==> src/rtl/uart_flash_pkg.sv <==
// Shared types and constants for the UART flash command parser.
// Holds the parser state encoding, frame opcodes and response bytes.
package uart_flash_pkg;

  typedef enum logic [2:0] {
    IDLE,
    GET_ADDR,
    GET_DATA,
    ISSUE,
    WAIT_DONE,
    SEND_RESP
  } parser_state_t;

  localparam logic [7:0] OP_WRITE = 8'h57;
  localparam logic [7:0] OP_READ  = 8'h52;
  localparam logic [7:0] ACK_CHAR = 8'h4B;
  localparam logic [7:0] ERR_CHAR = 8'h45;

  function automatic logic is_opcode(input logic [7:0] b);
    return (b == OP_WRITE) || (b == OP_READ);
  endfunction

endpackage

==> src/rtl/uart_flash_cmd_parser_timer.sv <==
// Inter-byte gap timer for frames in progress.
// Ports: clock_input, reset, clear, tick (count enable), expired (count at limit).
module inter_byte_timer #(
  parameter int TIMEOUT_CYCLES = 50000
) (
  input  logic clock_input,
  input  logic reset,
  input  logic clear,
  input  logic tick,
  output logic expired
);

  localparam int CW = $clog2(TIMEOUT_CYCLES + 1);
  localparam logic [CW-1:0] LAST = CW'(TIMEOUT_CYCLES - 1);

  logic [CW-1:0] count;

  // Count saturates at the limit; the parser leaves the
  // timed states in the same cycle that expired is seen.
  always_ff @(posedge clock_input or posedge reset) begin
    if (reset) begin
      count <= '0;
    end else if (clear) begin
      count <= '0;
    end else if (tick && (count != LAST)) begin
      count <= count + 1'b1;
    end
  end

  assign expired = (count == LAST);

endmodule

==> src/rtl/uart_flash_cmd_parser.sv <==
// Decodes 'W' addr data / 'R' addr UART frames into flash requests.
// Ports: rx byte stream in, flash req/done handshake, tx response byte out, busy, frame_error.
module uart_flash_cmd_parser
  import uart_flash_pkg::*;
#(
  parameter int          ADDR_W         = 8,
  parameter int          TIMEOUT_CYCLES = 50000,
  parameter logic [7:0]  ACK_BYTE       = ACK_CHAR,
  parameter logic [7:0]  ERR_BYTE       = ERR_CHAR
) (
  input  logic              clock_input,
  input  logic              reset,
  input  logic [7:0]        rx_data,
  input  logic              rx_valid,
  output logic              flash_req,
  output logic              flash_we,
  output logic [ADDR_W-1:0] flash_addr,
  output logic [7:0]        flash_wdata,
  input  logic              flash_done,
  input  logic [7:0]        flash_rdata,
  output logic [7:0]        tx_data,
  output logic              tx_valid,
  input  logic              tx_ready,
  output logic              busy,
  output logic              frame_error
);

  parser_state_t state;
  logic          op_write;
  logic          tmr_tick;
  logic          tmr_clear;
  logic          tmr_expired;

  assign busy = (state != IDLE);

  // Timer runs only while a frame is being collected and
  // restarts on entry (cleared everywhere else) and per byte.
  assign tmr_tick  = (state == GET_ADDR) || (state == GET_DATA);
  assign tmr_clear = !tmr_tick || rx_valid;

  inter_byte_timer #(
    .TIMEOUT_CYCLES(TIMEOUT_CYCLES)
  ) u_timer (
    .clock_input(clock_input),
    .reset      (reset),
    .clear      (tmr_clear),
    .tick       (tmr_tick),
    .expired    (tmr_expired)
  );

  always_ff @(posedge clock_input or posedge reset) begin
    if (reset) begin
      state       <= IDLE;
      op_write    <= 1'b0;
      flash_req   <= 1'b0;
      flash_we    <= 1'b0;
      flash_addr  <= '0;
      flash_wdata <= '0;
      tx_data     <= '0;
      tx_valid    <= 1'b0;
      frame_error <= 1'b0;
    end else begin
      frame_error <= 1'b0;
      unique case (state)
        IDLE: begin
          if (rx_valid) begin
            if (is_opcode(rx_data)) begin
              op_write <= (rx_data == OP_WRITE);
              state    <= GET_ADDR;
            end else begin
              tx_data  <= ERR_BYTE;
              tx_valid <= 1'b1;
              state    <= SEND_RESP;
            end
          end
        end
        GET_ADDR: begin
          if (rx_valid) begin
            flash_addr <= ADDR_W'(rx_data);
            state      <= op_write ? GET_DATA : ISSUE;
          end else if (tmr_expired) begin
            frame_error <= 1'b1;
            state       <= IDLE;
          end
        end
        GET_DATA: begin
          if (rx_valid) begin
            flash_wdata <= rx_data;
            state       <= ISSUE;
          end else if (tmr_expired) begin
            frame_error <= 1'b1;
            state       <= IDLE;
          end
        end
        ISSUE: begin
          frame_error <= rx_valid;
          flash_req   <= 1'b1;
          flash_we    <= op_write;
          state       <= WAIT_DONE;
        end
        WAIT_DONE: begin
          frame_error <= rx_valid;
          if (flash_done && flash_req) begin
            flash_req <= 1'b0;
            tx_data   <= op_write ? ACK_BYTE : flash_rdata;
            tx_valid  <= 1'b1;
            state     <= SEND_RESP;
          end
        end
        SEND_RESP: begin
          // A byte landing on the handshake cycle is still dropped;
          // IDLE only listens from the following cycle.
          frame_error <= rx_valid;
          if (tx_ready) begin
            tx_valid <= 1'b0;
            state    <= IDLE;
          end
        end
        default: state <= IDLE;
      endcase
    end
  end

endmodule

==> config.mk <==
export PLATFORM = sky130hd
export DESIGN_NAME = uart_flash_cmd_parser
export DESIGN_NICKNAME = d
export VERILOG_FILES = /design/src/rtl/uart_flash_pkg.sv /design/src/rtl/uart_flash_cmd_parser_timer.sv /design/src/rtl/uart_flash_cmd_parser.sv
export SDC_FILE = /design/constraint.sdc
export NUM_CORES = 1
export LEC_CHECK = 0
export BUFFER_PORTS_ARGS = -buffer_cell sky130_fd_sc_hd__buf_2
export CORE_UTILIZATION = 50
export DETAILED_ROUTE_END_ITERATION = 7
export PLACE_DENSITY = 0.8
export SLEW_MARGIN = 20
export SYNTH_ARGS = -nofsm -noshare
export SYNTH_HDL_FRONTEND = slang
export SYNTH_SLANG_ARGS = --single-unit
==> constraint.sdc <==
create_clock -name clock_input -period 2.95 [get_ports clock_input]
set_clock_uncertainty 0.1 [all_clocks]
set_input_delay 0.295 -clock clock_input [delete_from_list [all_inputs] [get_ports clock_input]]
set_output_delay 0.295 -clock clock_input [all_outputs]
set_load 0.005 [all_outputs]
==> metrics.md <==
| Metric | Value |
|---|---|
| Status | `finished, final reports clean` |
| Commonest non-fill, non-tap cell in the layout | `buf_2` |
| Total CTS buffers | `5` |
| Setup ws final | `0.819 ns` |
| Warning count from the yosys run | `0` |
| Post-place setup slack | `0.825 ns` |
| Slew HR | `47.1%` |
| Total track usage | `20.3%` |
| Htree depth | `2` |
| Synth Instances | `210` |
| Final number of hold-violating endpoints | `0` |
| Clock root buffer | `clkbuf_8` |
| RSZ-0062 raised after global routing | `false` |
| Detailed placement HPWL | `3060 µm` |
| Fill cells | `343` |
| Post-route cell area | `2620 µm²` |
| Final net count | `283` |
| Initial antenna violation count | `0` |
| Worst-skew pair later-pin latency | `0.30 ns` |
| Worst R2R Setup Slack | `0.82 ns` |
| Critical-path maximum fanout | `10` |
| Slew of the pin with the lowest slew margin | `0.793 ns` |
| Post-cts resize count | `0` |
| Max Transition Viols Final | `0` |
| Area grow syn2layout | `17.2%` |
| Fraction of layout cells with a size suffix above 1 | `31.7%` |
| # setup viols final | `0` |
| Reg2reg end | `state[0]` |
| Initial DRC Count | `131` |
| N_diodes | `0` |
| Final ANT Viol Nets | `0` |
| Vias in the first global route | `1595` |
| IO buf count | `49` |
| Worst setup path class | `reg -> reg` |
| Pin count of the biggest net entering global routing | `49` |
| Number of flops mapped to enable cells by yosys | `0` |
| Period utilization | `72.2%` |
| Routed len/inst | `13.8 µm` |
| CP Capture Type | `flop` |
| Distinct cell type count of the synthesized netlist | `38` |
| CTS clock-pin slew for the worst setup and hold paths | `0.08 ns` |
| Hold_ws | `0.00475 ns` |
| Most frequent cells in the layout | `buf_2, dfrtp_1, nor2_1` |
| Synth Register Bits | `48` |
| Reg2reg path depth | `5` |
| Synthesized area per cell | `10.7 µm²` |
| Crit path launch type | `flop` |
| Total iterations of the first detailed-routing run | `4` |
| GRT overflow | `0` |
| GP Congestion | `0.786` |
| Die width | `68.9 µm` |
| Hold bufs inserted after CTS | `0` |
| Initial Util | `54.0%` |
| Core box area | `4140 µm²` |
| Non-Filler Instances | `312` |
| Total Wirelength | `4320 µm` |
| DIE AREA | `4750 µm²` |
| CTS tree | `yes` |
| CP max stage delay | `0.66 ns` |
| Post-synth top flop | `dfrtp_1` |
| Worst r2r src | `u_timer.count[0]` |
| Fin crit period | `2.13 ns` |
| Ports | `50` |
| Std cell rows | `23` |
| Clock sinks | `48` |
| Chip height | `68.9 µm` |
| Min-delay worst type | `in -> async` |
| Crit-path leading delay family | `simple AND/OR/NAND/NOR gates` |
| First-pass GRT wire length | `7080 µm` |
| Post-route setup TNS | `0 ns` |
| Placed Cells | `304` |
| Worst Path Required | `3.04 ns` |
| Peak VDD IR | `0.000538 V` |
| Crit path buf inv count | `0` |
| Crit-path cells | `ha_1 -> nand3_1 -> nor4_4 -> nor3_2 -> a221o_1` |
| Sequential share of the synthesized area | `53.7%` |
| Highest clock rate | `0.469 GHz` |
| Post-synth net total | `232` |
| Max Cap Violations | `0` |
| Slowest cell on the critical path | `nor4_4` |
| Synth Cell Area | `2240 µm²` |
| Leak | `0.00116 µW` |
| Vias per cell | `5.51` |
| CTS Buffer Depth | `2` |
| # Post-CTS Setup Buffers | `0` |
| Area after DPL | `2530 µm²` |
| Async SR Flop Fraction | `100%` |
| Pwr Density | `736 nW/µm²` |
| DRC | `0` |
| Arrival @ worst endpoint | `2.22 ns` |
| Vias | `1720` |
-- cells in the mapped netlist (2+ instances only) --
cell	number	area [µm²]
nor2b_1	5	31.3
o211ai_1	2	15.0
nor2_1	19	71.3
mux2i_1	4	40.0
mux2_2	18	203
buf_2	2	10.0
inv_1	11	41.3
o2bb2ai_1	2	17.5
nand3_1	9	45.0
dfrtp_1	48	1200
nor4_1	3	18.8
or3_1	3	18.8
clkbuf_1	4	15.0
xnor2_1	9	78.8
a21oi_1	10	50.1
or3_2	3	22.5
nor3_1	5	25.0
o21ai_0	10	50.1
nand2b_1	4	25.0
nand4_1	4	25.0
and2_1	2	12.5
nand2_1	17	63.8
-- kinds of logic (layout without fill, tap and decap cells) --
| kind of cell | after synthesis | after routing | synth area share, % |
|---|---|---|---|
| AND/OR/NAND/NOR | 83 | 83 | 20.3 |
| flip-flops | 48 | 48 | 53.7 |
| AO/OA/AOI/OAI | 29 | 29 | 7.77 |
| multiplexers | 22 | 22 | 10.8 |
| buffers and inverters | 17 | 69 | 2.96 |
| XOR/XNOR | 10 | 10 | 3.91 |
| adder cells (fa/ha/maj) | 1 | 1 | 0.559 |
-- flip-flops by register name, summed over array words and instances (netlist names) --
name,flops
u_timer.count,16
flash_addr,8
flash_wdata,8
tx_data,8
state,3
flash_req,1
flash_we,1
frame_error,1
op_write,1
tx_valid,1
-- how the worst max path moves through the flow --
stage | from | end | slack [ns] | cells after the start
finish | u_timer.count[0] | state[0] | 0.82 | 5
detailed placement | u_timer.count[0] | state[0] | 0.83 | 5
floorplan | u_timer.count[10] | state[0] | 0.98 | 4
CTS | u_timer.count[0] | state[0] | 0.80 | 5
global placement | u_timer.count[10] | state[0] | 0.85 | 4
global route | u_timer.count[0] | state[0] | 0.65 | 5
-- per-layer routing --
| layer | GRT usage, % | part of all wire (%) | wire (µm) |
|---|---|---|---|
| met1 | 27.1 | 45 | 1960 |
| met2 | 33.0 | 50 | 2160 |
| met3 | 3.95 | 3.3 | 144 |
| met4 | 6.89 | 1.4 | 61 |
| met5 | 0 | 0 | 0 |
-- power breakdown --
group	leakage (µW)	internal (µW)	total, µW	switching [µW]
sequential	0.000610	821	946	126
clock	0.0000445	191	401	210
combinational	0.000504	304	584	279
total	0.00116	1320	1930	615
-- cell type report --
class / count / area, µm² / share of cell area (%)
clock inverter: 1 / 7.51 / 0.286
tap: 50 / 62.6 / 2.38
sequential: 48 / 1200 / 45.8
multi-input combinational: 145 / 971 / 37.0
timing repair buffer: 50 / 253 / 9.63
clock buffer: 7 / 86.3 / 3.29
inverter: 11 / 42.5 / 1.62
-- per-stage QoR --
step	power, µW	util [%]
after floorplan	1300	-
after global placement	1530	61.0
after detailed placement	1550	61.0
after CTS	1950	63.3
after global routing	2070	63.3
final	1930	63.3
Note: power is estimated with default switching activity, not from simulation.
